## config.mk

```make
export PLATFORM = sky130hd
export DESIGN_NAME = bitstream_packer
export DESIGN_NICKNAME = d
export VERILOG_FILES = /design/src/rtl/packer_pkg.sv /design/src/rtl/packer_fifo.sv /design/src/rtl/bitstream_packer.sv
export SDC_FILE = /design/constraint.sdc
export NUM_CORES = 2
export LEC_CHECK = 0
export BUFFER_PORTS_ARGS = -buffer_cell sky130_fd_sc_hd__buf_2
export CAP_MARGIN = 20
export CORE_AREA = 4 4 393 395
export CTS_CLUSTER_DIAMETER = 150
export DETAILED_ROUTE_END_ITERATION = 7
export DIE_AREA = 0 0 397 399
export PLACE_DENSITY_LB_ADDON = 0.3
export SLEW_MARGIN = 20
export SYNTH_ARGS = -nofsm -noshare
export SYNTH_HDL_FRONTEND = slang
export SYNTH_SLANG_ARGS = --single-unit
```

## constraint.sdc

```tcl
create_clock -name clock -period 8.91 [get_ports clock]
set_clock_uncertainty 0.05 [all_clocks]
set_input_delay 0 -clock clock [delete_from_list [all_inputs] [get_ports clock]]
set_output_delay 0 -clock clock [all_outputs]
set_load 0.005 [all_outputs]
```

## src/rtl/packer_pkg.sv

```systemverilog
// Shared types and helpers for the bitstream packer: word geometry, the FIFO
// entry layout and byte-boundary rounding.
package packer_pkg;

  localparam int WORD_W = 64;
  localparam int BYTE_W = 8;

  typedef struct packed {
    logic [63:0] data;
    logic [3:0]  bytes;
    logic        last;
  } packer_entry_t;

  // Round a residue length (0..63) up to the next multiple of BYTE_W.
  function automatic logic [6:0] pad_to_byte(input logic [6:0] n);
    logic [6:0] w_sum;
    w_sum = n + 7'd7;
    return {w_sum[6:3], 3'b000};
  endfunction

endpackage

```

## src/rtl/packer_fifo.sv

```systemverilog
// Output word FIFO. Writes up to two entries per cycle, in lane order, and
// reads one. Occupancy is tracked with a count so full and empty never alias.
module packer_fifo
  import packer_pkg::*;
#(
  parameter int DEPTH = 16
) (
  input  logic                     clock,
  input  logic                     reset_n,
  input  logic [1:0]               i_wr_cnt,
  input  packer_entry_t            i_wr_lane0,
  input  packer_entry_t            i_wr_lane1,
  input  logic                     i_rd_en,
  output packer_entry_t            o_head,
  output logic                     o_valid,
  output logic [$clog2(DEPTH):0]   o_free
);

  localparam int AW = $clog2(DEPTH);
  localparam logic [AW-1:0] PTR_ONE = AW'(1);
  localparam logic [AW:0]   CNT_DEPTH = (AW+1)'(DEPTH);

  packer_entry_t r_mem [DEPTH];
  logic [AW-1:0] r_wptr;
  logic [AW-1:0] r_rptr;
  logic [AW:0]   r_count;

  logic [AW-1:0] w_wptr_p1;
  logic          w_pop;

  assign w_wptr_p1 = r_wptr + PTR_ONE;
  assign w_pop     = i_rd_en && (r_count != '0);

  // Storage is not reset; the head is only meaningful while o_valid is high.
  always_ff @(posedge clock) begin
    if (i_wr_cnt != 2'd0) begin
      r_mem[r_wptr] <= i_wr_lane0;
    end
    if (i_wr_cnt == 2'd2) begin
      r_mem[w_wptr_p1] <= i_wr_lane1;
    end
  end

  always_ff @(posedge clock or negedge reset_n) begin
    if (!reset_n) begin
      r_wptr  <= '0;
      r_rptr  <= '0;
      r_count <= '0;
    end else begin
      r_wptr  <= r_wptr + AW'(i_wr_cnt);
      r_rptr  <= r_rptr + AW'(w_pop);
      r_count <= r_count + (AW+1)'(i_wr_cnt) - (AW+1)'(w_pop);
    end
  end

  assign o_head  = r_mem[r_rptr];
  assign o_valid = (r_count != '0);
  assign o_free  = CNT_DEPTH - r_count;

endmodule

```

## src/rtl/bitstream_packer.sv

```systemverilog
// Packs variable-length fields MSB-first into 64-bit big-endian words,
// queues them for a downstream writer and keeps a running bit count.
module bitstream_packer
  import packer_pkg::*;
#(
  parameter int FIFO_DEPTH = 16,
  parameter int CNT_W      = 64
) (
  input  logic             clock,
  input  logic             reset_n,
  input  logic             input_enable,
  input  logic [63:0]      val,
  input  logic [63:0]      size_of_bit,
  input  logic             flush_bit,
  input  logic             out_ready,
  output logic             out_valid,
  output logic [63:0]      out_data,
  output logic [3:0]       out_bytes,
  output logic             out_last,
  output logic [CNT_W-1:0] total_bits,
  output logic             overflow,
  output logic             size_error
);

  localparam int AW = $clog2(FIFO_DEPTH);

  // Output handshake: out_valid means the head entry is present and stable;
  // the head is consumed on any clock edge where out_valid && out_ready.

  logic [63:0]      r_acc;
  logic [5:0]       r_acc_n;
  logic [CNT_W-1:0] r_total_bits;
  logic             r_overflow;
  logic             r_size_error;

  logic             w_size_big;
  logic [6:0]       w_s;
  logic [63:0]      w_mask;
  logic [63:0]      w_val_m;
  logic [6:0]       w_sum;
  logic [7:0]       w_shamt;
  logic [127:0]     w_comb;
  logic             w_full;
  logic [6:0]       w_r;
  logic [63:0]      w_residue;
  logic [6:0]       w_padded;
  logic             w_flush_word;
  logic [6:0]       w_pad_bits;
  logic [1:0]       w_wr_req;
  logic [1:0]       w_wr_cnt;
  logic             w_drop;
  logic             w_pop;
  logic [AW:0]      w_free;
  logic [AW:0]      w_free_eff;
  packer_entry_t    w_lane0;
  packer_entry_t    w_lane1;
  packer_entry_t    w_head;
  logic             w_fifo_valid;

  assign w_size_big = (size_of_bit > 64'd64);
  assign w_s        = w_size_big ? 7'd64 : size_of_bit[6:0];
  assign w_mask     = (w_s == 7'd64) ? '1 : ((64'd1 << w_s) - 64'd1);
  assign w_val_m    = val & w_mask;

  // The new field lands directly behind the held bits in a 128-bit window,
  // so the upper half is always the next full word when the sum reaches 64.
  assign w_sum   = {1'b0, r_acc_n} + w_s;
  assign w_shamt = 8'd128 - {1'b0, w_sum};
  assign w_comb  = {r_acc, 64'd0} | ({64'd0, w_val_m} << w_shamt);

  assign w_full    = w_sum[6];
  assign w_r       = {1'b0, w_sum[5:0]};
  assign w_residue = w_full ? w_comb[63:0] : w_comb[127:64];

  assign w_padded     = pad_to_byte(w_r);
  assign w_flush_word = flush_bit && (w_padded != 7'd0);
  assign w_pad_bits   = flush_bit ? (w_padded - w_r) : 7'd0;

  always_comb begin
    w_wr_req = 2'd0;
    if (input_enable) begin
      w_wr_req = {1'b0, w_full} + {1'b0, w_flush_word};
    end
  end

  always_comb begin
    w_lane1.data  = w_residue;
    w_lane1.bytes = w_padded[6:3];
    w_lane1.last  = 1'b1;
    if (w_full) begin
      w_lane0.data  = w_comb[127:64];
      w_lane0.bytes = 4'd8;
      w_lane0.last  = 1'b0;
    end else begin
      w_lane0 = w_lane1;
    end
  end

  // A same-edge pop frees its slot before deciding how many words fit.
  assign w_pop      = w_fifo_valid && out_ready;
  assign w_free_eff = w_free + (AW+1)'(w_pop);
  assign w_drop     = ((AW+1)'(w_wr_req) > w_free_eff);
  assign w_wr_cnt   = w_drop ? w_free_eff[1:0] : w_wr_req;

  always_ff @(posedge clock or negedge reset_n) begin
    if (!reset_n) begin
      r_acc        <= '0;
      r_acc_n      <= '0;
      r_total_bits <= '0;
      r_overflow   <= 1'b0;
      r_size_error <= 1'b0;
    end else begin
      if (input_enable) begin
        if (flush_bit) begin
          r_acc   <= '0;
          r_acc_n <= '0;
        end else begin
          r_acc   <= w_residue;
          r_acc_n <= w_r[5:0];
        end
        r_total_bits <= r_total_bits + CNT_W'(w_s) + CNT_W'(w_pad_bits);
        if (w_size_big) begin
          r_size_error <= 1'b1;
        end
      end
      if (w_drop) begin
        r_overflow <= 1'b1;
      end
    end
  end

  packer_fifo #(
    .DEPTH (FIFO_DEPTH)
  ) u_fifo (
    .clock      (clock),
    .reset_n    (reset_n),
    .i_wr_cnt   (w_wr_cnt),
    .i_wr_lane0 (w_lane0),
    .i_wr_lane1 (w_lane1),
    .i_rd_en    (w_pop),
    .o_head     (w_head),
    .o_valid    (w_fifo_valid),
    .o_free     (w_free)
  );

  assign out_valid  = w_fifo_valid;
  assign out_data   = w_fifo_valid ? w_head.data  : 64'd0;
  assign out_bytes  = w_fifo_valid ? w_head.bytes : 4'd0;
  assign out_last   = w_fifo_valid ? w_head.last  : 1'b0;
  assign total_bits = r_total_bits;
  assign overflow   = r_overflow;
  assign size_error = r_size_error;

endmodule

```

==> impl_metrics.tcl <==
set metrics [dict create \
    cts_sinks 1253 \
    holdWs_ns 0.07831 \
    grt_max_degree 103 \
    cts_tree "built" \
    die_h_microns 399 \
    finalHoldViolations 0 \
    required_ns 9.53 \
    slew_headroom_pct 15.13 \
    core_sq_mm 0.1512 \
    maxSlewViolCount 0 \
    drtIter0Drc 9802 \
    met2_usage_pct 60.72 \
    multiInputGateArea_sq_mm 0.03149 \
    min_period_ns 7.916 \
    syn_nets 6137 \
    crit_type "in2reg" \
    status "finished, final reports clean" \
    fin_tns_setup_ns 0 \
    synth_cells 5960 \
    pre_cts_ws_ns 0.2649 \
    via_per_inst 7.460 \
    overflow 0 \
    wl_microns 325000 \
    grt_setup_unrepaired "false" \
    worst_ep_arrival_time_ns 8.54 \
    drive_gt1_share_pct 22.87 \
    gp_congestion 1.020 \
    numCtsBuffers 137 \
    p_leak_nw 27.28 \
    p_comb_share_pct 33.1 \
    syn_area_sq_mm 0.07057 \
    finalCritPeriodShare_pct 88.84 \
    busiest_layer "met2" \
    initial_core_util_pct 46.68 \
    ant_nets 0 \
    rows 143 \
    finalSetupViolations 0 \
    final_nets 6231 \
    ctsLongestPathBuffers 3 \
    firstDrtPassIters 8 \
    power.density_mw_per_mm2 245.9 \
    fill_cells 12887 \
    port-buffer-count 268 \
    path_max_fanout 16 \
    die_w_microns 397 \
    p_sw_w 0.006666 \
    clock-root-buffer "clkbuf_16" \
    grt.met3_usage_pct 9.862 \
    dieArea_sq_mm 0.1584 \
    hp-class "in2reg" \
    grt_pass1_wl_microns 455300 \
    cp-start-kind "input pin" \
    fmax_mhz 126.3 \
    grt_pass1_vias 58956 \
    postCtsSetupBuffers 0 \
    cap_violations 0 \
    cpPeakStageDelay_ns 0.61 \
    yosysUniqueCellTypes 128 \
    setup_slack_ns 0.9942 \
    path_common_cell "xnor2_1" \
    path_clk_slew_ns 0.06 \
    antenna_found_initial 12 \
    drc 0 \
    p_int_w 0.01307 \
    grt_usage_pct 40.21 \
    irDropWorstVdd_mv 0.2468 \
    place_hpwl_microns 217000 \
    yosys_warnings 0 \
    via_count 61321 \
    wl_per_cell_microns 39.54 \
    insertion_delay_ns 0.79 \
    grt_use_met1_pct 53.79 \
    final_cell_mix "edfxtp_1, o22ai_1, nand2_1" \
    synth.ff_latch_count 1253 \
    power.share.switching_pct 33.77 \
    final_common_cell "edfxtp_1" \
    areaGrowthSynthToFinish_pct 13.74 \
    synth-edff-count 1088 \
    regArea_sq_mm 0.03674 \
    p_seq_share_pct 37.8 \
    worstMarginPinSlew_ns 1.268 \
    cp-end-kind "register" \
    cpMaxStageDelayCell "xnor2_1" \
    htree_num_levels 4 \
    syn-mean-instance-area_sq_um 11.84 \
    synthFlopType "edfxtp_1" \
    io_pins 269 \
    yosysSeqAreaShare_pct 52.03 \
    p_clk_share_pct 29.1 \
    async_flop_share_pct 11.89 \
]
-- kinds of logic (layout without fill, tap and decap cells) --
| family | after synthesis | count (layout) | share of synthesized area, % |
|---|---|---|---|
| other | 0 | 28 | 0 |
| muxes | 425 | 425 | 12.35 |
| and+or+nand+nor | 1390 | 1390 | 9.505 |
| adders and majority gates | 44 | 44 | 0.8865 |
| buffers and inverters | 713 | 915 | 4.181 |
| xor gates and xnor gates | 94 | 94 | 1.167 |
| DFF | 1253 | 1253 | 52.03 |
| AOI/OAI and AO/OA | 2041 | 2041 | 19.87 |
-- power by group through the flow --
stage                     combinational, W  clock [W]  sequential, W
after floorplan                    0.00386          0        0.00724
after global placement             0.00637          0        0.00756
after detailed placement           0.00641          0        0.00758
after CTS                          0.00643    0.00574        0.00746
after global routing               0.00676    0.00599        0.00751
final                              0.00653    0.00574        0.00747
-- through the flow --
step	std cells	util (%)	power, W	instance area [sq um]
after floorplan	5960	-	0.01110	70610
after global placement	7937	50.00	0.01393	75590
after detailed placement	7937	50.01	0.01398	75610
after CTS	8190	53.01	0.01963	80140
after global routing	8219	53.09	0.02025	80260
final	8220	53.09	0.01974	80260
-- final timing paths --
kind | startpoint | to | slack (ns) | cells after the start
max | size_of_bit[39] | total_bits[61] | 0.99 | 32
min | val[4] | r_acc[5] | 0.08 | 6
max reg2reg | r_acc_n[1] | total_bits[61] | 1.93 | 27
min reg2reg | u_fifo.r_mem[6][0] | u_fifo.r_mem[6][0] | 0.39 | 2
max in group asynchronous | reset_n | u_fifo.r_rptr[3] | 6.87 | 5
min in group asynchronous | reset_n | total_bits[10] | 0.29 | 4
-- sequential cells by signal, indices dropped and copies added (netlist names) --
| register | cells |
|---|---|
| r_acc | 64 |
| u_fifo.r_rptr | 4 |
| u_fifo.r_wptr | 4 |
| r_acc_n | 6 |
| u_fifo.r_mem | 1104 |
| size_error | 1 |
| overflow | 1 |
| u_fifo.r_count | 5 |
| total_bits | 64 |
-- metal layers --
layer / part of all wire [%] / up-vias
li1: - / 24346
met1: 37 / 30808
met2: 45 / 5151
met3: 12 / 1004
met4: 6.2 / 12
met5: 0.023 / -
-- Yosys cell counts (34+ instances only) --
master    number  share of area (%)
dfrtp_1      149                5.3
ha_1          34               0.60
nand4_1       35               0.31
mux2i_1       38               0.54
o22ai_1     1019                9.0
a211oi_1      34               0.36
o21ai_0      153                1.1
and2_1        98               0.87
a22oi_1       34               0.36
a31oi_1       56               0.50
edfxtp_1    1088                 46
buf_1         53               0.28
nor3_1        85               0.60
nand3_1      133               0.94
inv_1         57               0.30
mux4_2       351                 11
xnor2_1       67               0.83
clkbuf_1     471                2.5
nor2_1       352                1.9
o221ai_1      41               0.51
buf_2        100               0.71
nand2_1      444                2.4
a21oi_1      200                1.4
-- worst max-delay path, delay by kind of cell --
kind                     cells  cell delay (ns)
AO/OA/AOI/OAI                6             1.05
XOR/XNOR                     4             1.14
buffers and inverters        3             0.54
AND/OR/NAND/NOR             15             4.49
adder cells (fa/ha/maj)      4             1.33
-- area by class of cell --
class	count	area share (%)
Antenna cell	28	0.08730
Multi-Input combinational cell	3994	39.23
Timing Repair Buffer	609	5.921
Clock buffer	176	4.661
Tap cell	2030	3.164
Clock inverter	71	0.8932
Inverter	59	0.2759
Sequential cell	1253	45.77
-- repair_timing --
item | CTS | global route
resized for setup | 0 | 0
hold endpoints to repair | 125 | 0
hold buffers | 6 | 0
(Power assumes the default switching activity.)
